==> config.mk <==
export PLATFORM = sky130hd
export DESIGN_NAME = div16u8_seq
export DESIGN_NICKNAME = d
export VERILOG_FILES = /design/src/rtl/div16u8_seq.sv
export SDC_FILE = /design/constraint.sdc
export NUM_CORES = 1
export LEC_CHECK = 0
export ABC_CLOCK_PERIOD_IN_PS = 3200
export BUFFER_PORTS_ARGS = -buffer_cell sky130_fd_sc_hd__clkbuf_2
export CORE_ASPECT_RATIO = 0.75
export CORE_UTILIZATION = 56
export DETAILED_ROUTE_END_ITERATION = 6
export PLACE_DENSITY_LB_ADDON = 0.05
export SLEW_MARGIN = 5
export SYNTH_ARGS = -nofsm -noshare
export SYNTH_HDL_FRONTEND = slang
export SYNTH_SLANG_ARGS = --single-unit
==> constraint.sdc <==
create_clock -name clk -period 3.2 [get_ports clk]
set_clock_uncertainty 0.05 [all_clocks]
set_input_delay 0.16 -clock clk [delete_from_list [all_inputs] [get_ports clk]]
set_output_delay 0.16 -clock clk [all_outputs]
set_load 0.01 [all_outputs]
==> src/rtl/div16u8_seq.sv <==
// Sequential restoring radix-2 unsigned divider (DW-bit dividend, VW-bit divisor), valid/ready both sides.
// Define DIV_APPROX_EN to skip the low APPROX_BITS quotient bits (shorter latency, r forced 0).
module div16u8_seq #(
  parameter int DW          = 16,
  parameter int VW          = 8,
  parameter int APPROX_BITS = 4
) (
  input  logic          clk,
  input  logic          rst,
  input  logic          in_valid,
  output logic          in_ready,
  input  logic [DW-1:0] a,
  input  logic [VW-1:0] b,
  output logic          out_valid,
  input  logic          out_ready,
  output logic [DW-1:0] q,
  output logic [VW-1:0] r,
  output logic          div_zero
);

`ifdef DIV_APPROX_EN
  localparam bit APPROX_EN = 1'b1;
`else
  localparam bit APPROX_EN = 1'b0;
`endif

  localparam int ITERS = APPROX_EN ? (DW - APPROX_BITS) : DW;
  localparam int QW    = ITERS - 1;
  localparam int CW    = (ITERS > 1) ? $clog2(ITERS) : 1;
  localparam logic [CW-1:0] LAST = CW'(ITERS - 1);

  typedef enum logic [1:0] {
    IDLE = 2'd0,
    BUSY = 2'd1,
    DONE = 2'd2
  } state_t;

  state_t        state;
  logic [DW-1:0] a_reg;
  logic [VW-1:0] b_reg;
  logic [VW-1:0] rem;
  logic [QW-1:0] quo;
  logic [CW-1:0] cnt;
  logic          dz_pend;

  logic [VW:0]   p;
  logic [VW:0]   sub;
  logic          qbit;
  logic [VW-1:0] rem_next;

  assign in_ready  = (state == IDLE);
  assign out_valid = (state == DONE);

  // The partial remainder is always below the divisor, so p < 2*b and a
  // non-borrowing subtract leaves bit VW clear; that bit is the borrow flag.
  assign p        = {rem, a_reg[DW-1]};
  assign sub      = p - {1'b0, b_reg};
  assign qbit     = ~sub[VW];
  assign rem_next = qbit ? sub[VW-1:0] : p[VW-1:0];

  always_ff @(posedge clk) begin
    if (rst) begin
      state    <= IDLE;
      q        <= '0;
      r        <= '0;
      div_zero <= 1'b0;
      a_reg    <= '0;
      b_reg    <= '0;
      rem      <= '0;
      quo      <= '0;
      cnt      <= '0;
      dz_pend  <= 1'b0;
    end else begin
      case (state)
        IDLE: begin
          if (in_valid) begin
            a_reg   <= a;
            b_reg   <= b;
            rem     <= '0;
            quo     <= '0;
            cnt     <= '0;
            dz_pend <= (b == '0);
            state   <= BUSY;
          end
        end

        BUSY: begin
          if (dz_pend) begin
            q        <= '1;
            r        <= a_reg[VW-1:0];
            div_zero <= 1'b1;
            state    <= DONE;
          end else begin
            a_reg <= a_reg << 1;
            rem   <= rem_next;
            quo   <= {quo[QW-2:0], qbit};
            cnt   <= cnt + CW'(1);
            // Final iteration: the last quotient bit goes straight into q.
            if (cnt == LAST) begin
`ifdef DIV_APPROX_EN
              q <= {quo, qbit, {APPROX_BITS{1'b0}}};
              r <= '0;
`else
              q <= {quo, qbit};
              r <= rem_next;
`endif
              div_zero <= 1'b0;
              state    <= DONE;
            end
          end
        end

        DONE: begin
          if (out_ready) begin
            state <= IDLE;
          end
        end

        default: state <= IDLE;
      endcase
    end
  end

endmodule

==> metrics.cfg, run 1 <==
[outcome]
status=completed

[floorplanning]
fp.dieH_um=71.5
coreArea_sq_um=6010
ios=55
num_rows=24
start_util=0.600
die_x_um=94.6
die_area_sq_um=6760

[clock_network]
path_clk_slew_ns=0.08
clock_latency_ns=0.35
clk_path_buf_depth=2
cts_inserted_buffers=9
root_buffer=clkbuf_8
cts_tree=done
clock-sinks=79
cts_htree_levels=3

[min_path]
hp-class=in -> reg

[logic_synthesis]
synth_top_flop_cell=dfxtp_1
postSynth.asyncResetShare=0
syn_area_sq_um=3600
synth_cell_types=52
netlist_top_cells_count=79 x dfxtp_1, 79 x nor2_1, 65 x nand2_1
yosysSeqAreaShare=0.439
yosys.area.top_type=dfxtp_1
synth_top_cell_area_share=0.439
syn_nets=479
ys_top_cells_by_area=dfxtp_1 44%, nor2_1 8.2%, nand2_1 6.8%
synth_edf_count=0
avgSynthCellArea_sq_um=8.17
synth-seq-cells=79
synthCells=441
synth_warnings=0

[timing]
tightest_slew_ns=1.19
grt_setup_unrepaired=no
setup_slack_ns=0.304
drv_slew=0
relSlewSlack=0.203
post-route-period-util=0.905
fmax_mhz=345
whs_ns=0.0140
post-route-min-period_ns=2.90
finalHoldViolCount=0
setup_viol=0
tns_ns=0

[drt]
viasPerCell=5.82
vias=3373
drtAntennaViolNets=0
drtIter0Drc=262
wl_um=8860
dr.pass1.iters=5
drc=0
wl_per_cell_um=15.3

[grt]
grt_pass1_vias=3006
grt_pass1_wl_um=14400
grt_overflow_total=0
track_usage=0.277
antenna_found_initial=0
met3_usage=0.0701
grt_max_degree=50
use_met1=0.393
top_usage_layer=met2
grt_use_met2=0.420

[power]
ir_worst_vdd_mv=0.295
total_power_mw=2.46
total_leakage_power_nw=1.76
power_per_cell_area_nw_per_um2=571

[place]
port_buffers=54
post_dp_cell_area_sq_um=3920
dpl.cell_count=551
place_ws_ns=0.349
globalplace.congestion=1.01
dp_hpwl_um=5920

[worst_setup_path]
cp_max_fo=9
cp.required_ns=3.36
cp-end-kind=flop
crit_type=reg -> reg
cp-start-kind=flop
arrival_ns=3.06

[cells_and_area]
final_core_util=0.716
antenna-diode-count=0
fin_nets=536
syn2layout_area_growth_pct=19.4
nFillCells=496
layout-drive-gt1-share=0.175
fin_cells=580
fin_area_sq_um=4300

[flow_run]
drv_cap=0

-- logic make-up (layout without fill, tap and decap cells) --
kind of cell / count (synthesis) / count (layout) / synth area share
flops: 79 / 79 / 0.439
xor+xnor: 6 / 6 / 0.0146
simple gates: 198 / 198 / 0.239
compound gates: 99 / 99 / 0.205
mux: 8 / 8 / 0.0222
buf+inv: 41 / 102 / 0.0441
fa+ha+maj: 10 / 10 / 0.0368
-- area by class of cell --
class / instances / area, sq um / share of cell area
flip-flops and latches: 79 / 1580 / 0.368
multi-input cells: 321 / 1870 / 0.434
clock buffers: 10 / 138 / 0.0320
repair buffers: 76 / 470 / 0.109
clock inverters: 5 / 106 / 0.0247
well taps: 78 / 97.6 / 0.0227
inverters: 11 / 41.3 / 0.00960
-- report_power, final --
group	internal [mW]	switching, mW
registers	1.02	0.0349
clock network	0.536	0.361
logic	0.205	0.296
-- layout by cell type (no fill, tap or decap), types with 3 or more instances in the layout --
cell type	Yosys	final
o21ai_0	9	9
nor2b_1	6	6
bufinv_16	0	3
dlygate4sd3_1	0	14
o211ai_1	3	3
nand2_1	65	65
a22oi_1	17	17
a211oi_1	3	3
nor2_1	79	79
inv_1	11	11
mux2i_1	8	8
a311oi_1	15	15
nor3_1	21	21
or3_1	4	4
nand2b_1	9	9
dfxtp_1	79	79
a21oi_1	27	27
ha_1	9	9
buf_4	1	8
xor2_1	5	5
clkbuf_2	0	54
clkbuf_8	0	10
-- path summary, 6_finish.rpt --
check	start	endpoint	slack, ns	cells after the start
max	a_reg[15]	r[2]	0.30	10
min	a[6]	a_reg[6]	0.01	3
max reg2reg	a_reg[15]	r[2]	0.30	10
min reg2reg	b_reg[7]	b_reg[7]	0.41	2
-- timing repair --
| action | in CTS | in global routing |
|---|---|---|
| endpoints found under the hold margin | 14 | 0 |
| gates resized for setup | 0 | 0 |
| setup endpoints to repair | 0 | 0 |
| hold buffers | 14 | 0 |
| setup buffers | 0 | 0 |
-- critical path: stages (launching register included) --
cell and delay [ns]:
dfxtp_1 0.33, inv_1 0.08, ha_1 0.15, inv_1 0.05, fa_1 0.43, a211oi_4 0.32, o211ai_2 0.15, a221oi_4 0.55
buf_4 0.28, mux2i_1 0.27, a211oi_1 0.11
-- routing by layer --
metal	part of all wire	routed length, um
met1	0.47	4150
met5	0	0
met2	0.45	3970
met4	0.012	103
met3	0.071	628
Power figures use the tool's default switching activity.
==> run 2, diff against run 1 <==
Settings changed: CORE_MARGIN from default to 2.
==> run 2 against run 1 <==
Clock power decreased by 20%; combinational power decreased by 3%; largest power group unchanged; sequential power about the same; via count decreased by 3.4%; sequential share of layout area increased by 0.55 points; worst setup slack improved by 0.21 ns; critical path depth unchanged; worst hold slack got worse by 0.0018 ns; wire length decreased by 3.3%.
==> metrics.cfg, run 2 (synthesis gave the netlist of run 1 again) <==
[min_path]
min_from=a[5]
holdPathStages=3  ; unchanged
hp-class=in -> reg
min_to=a_reg[5]

[clock_network]
clock_latency_ns=0.35  ; about the same
post_cts_buffers=0  ; unchanged
clock-sinks=79  ; unchanged
cts_htree_levels=3  ; unchanged
cts_inserted_buffers=9  ; unchanged
path_clk_slew_ns=0.08  ; about the same
cts_tree=done
root_buffer=clkbuf_8
clk_path_buf_depth=2  ; unchanged

[place]
globalplace.congestion=0.835  ; -17%
dpl.cell_count=554  ; +0.54%
port_buffers=54  ; unchanged
post_dp_cell_area_sq_um=3920  ; about the same
dp_hpwl_um=5850  ; -1.1%

[cells_and_area]
antenna-diode-count=0  ; unchanged
final_core_util=0.678  ; -0.0389
syn2layout_area_growth_pct=17.6
fin_nets=535  ; -0.19%
layout_common_cells=79 x nor2_1, 79 x dfxtp_1, 65 x nand2_1
fin_cells=582  ; +0.34%
fin_area_sq_um=4240  ; -1.5%
layout-drive-gt1-share=0.176  ; +0.000350

[floorplanning]
start_util=0.576  ; -0.0240
die_x_um=96.6  ; +2.1%
fp.dieH_um=73.5  ; +2.8%
coreArea_sq_um=6260  ; +4.2%
die_area_sq_um=7100  ; +5.0%
ios=55  ; unchanged
num_rows=25  ; +4.2%

[timing]
post-route-period-util=0.840  ; -0.0653
fmax_mhz=372  ; +7.8%
setup_viol=0  ; unchanged
relSlewSlack=0.454  ; +0.252
post-route-min-period_ns=2.69  ; -0.209 ns
drv_slew=0  ; unchanged
tns_ns=0  ; unchanged
grt_setup_unrepaired=no
tightest_slew_ns=0.818  ; -0.373 ns
finalHoldViolCount=0  ; unchanged

[grt]
track_usage=0.250  ; -0.0272
grt_overflow_total=0  ; unchanged
grt_pass1_wl_um=14200  ; -1.1%
grt_pass1_vias=2966  ; -1.3%
antenna_found_initial=0  ; unchanged
grt_max_degree=42  ; -16%

[drt]
drtAntennaViolNets=0  ; unchanged
wl_um=8560  ; -3.3%
drc=0  ; unchanged
drtIter0Drc=347  ; +32%
wl_per_cell_um=14.7  ; -3.6%
dr.pass1.iters=5  ; unchanged
viasPerCell=5.60  ; -3.7%
vias=3259  ; -3.4%

[worst_setup_path]
rrSetupSlack_ns=0.51  ; +0.21 ns
cp-end-kind=flop
reg2reg_from=a_reg[15]
crit_type=reg -> reg
reg2reg_depth=10  ; unchanged
cp-start-kind=flop
r2r_end=r[3]
cp.required_ns=3.35  ; about the same
cp_max_fo=17  ; +8
arrival_ns=2.83  ; -0.23 ns

[outcome]
status=completed

[flow_run]
drv_cap=0  ; unchanged

[power]
total_leakage_power_nw=1.74  ; -1.4%
total_power_mw=2.26  ; -7.9%
power_per_cell_area_nw_per_um2=534  ; -6.5%
ir_worst_vdd_mv=0.328  ; +11%

run 2: changes by cell type in the layout (fill, tap and decap cells not counted):
| cell | delta |
|---|---|
| clkinv_4 | +1 |
| clkinvlp_4 | -1 |
| clkinv_2 | +3 |
| clkbuf_8 | -1 |
| dlygate4sd3_1 | -1 |
| bufinv_16 | -2 |
run 2: cell type report:
cell class | instances | area [sq um]
Fill cell | 550 | 2020
Multi-Input combinational cell | 321 | 1870
Sequential cell | 79 | 1580
Timing Repair Buffer | 75 | 460
Clock buffer | 9 | 124
Tap cell | 81 | 101
Clock inverter | 6 | 62.6
Inverter | 11 | 41.3
run 2: power by group:
group          internal, mW  total [mW]  leakage [nW]  switching [mW]
registers              1.02        1.06         0.642          0.0336
clock network         0.355       0.717        0.0988           0.363
logic                 0.205       0.487         0.999           0.282
total                  1.58        2.26          1.74           0.678
run 2: worst max path at each step:
stage,slack (ns),end,from,cells after the start
after floorplan,0.66,r[5],a_reg[15],10
after global placement,0.66,r[3],a_reg[15],10
after detailed placement,0.54,r[3],a_reg[15],10
after CTS,0.53,r[3],a_reg[15],10
after global routing,0.38,r[3],a_reg[15],10
final,0.51,r[3],a_reg[15],10
run 2: worst max-delay path: stages, from the launching register on:
cell and delay, ns:
dfxtp_1 0.32, inv_1 0.08, ha_1 0.16, inv_1 0.05, fa_1 0.44, a211oi_4 0.29, o211ai_2 0.14, a221oi_4 0.27
buf_4 0.27, mux2i_1 0.34, a2111oi_2 0.11
run 2: what timing repair did:
action,in CTS,in global routing
gates resized for setup,0,0
hold endpoints to repair,13,0
hold buffers,13,0
run 2: layer usage:
metal / routed length, um / vias up / part of all wire / track usage
met1: 4160 / 1495 / 0.49 / 0.345
met2: 3830 / 103 / 0.45 / 0.399
met4: 82 / 0 / 0.0096 / 0.0626
met5: 0 / - / 0 / 0
li1: - / 1652 / - / -
met3: 492 / 9 / 0.057 / 0.0647
run 2: per-stage QoR:
step | worst slack [ns] | hold WS (ns)
3_5_place_dp | 0.545 | 0.358
3_3_place_gp | 0.656 | 0.355
4_1_cts | 0.525 | 0.000153
2_1_floorplan | 0.662 | 0.246
6_report | 0.513 | 0.0123
5_1_grt | 0.382 | 0.0110
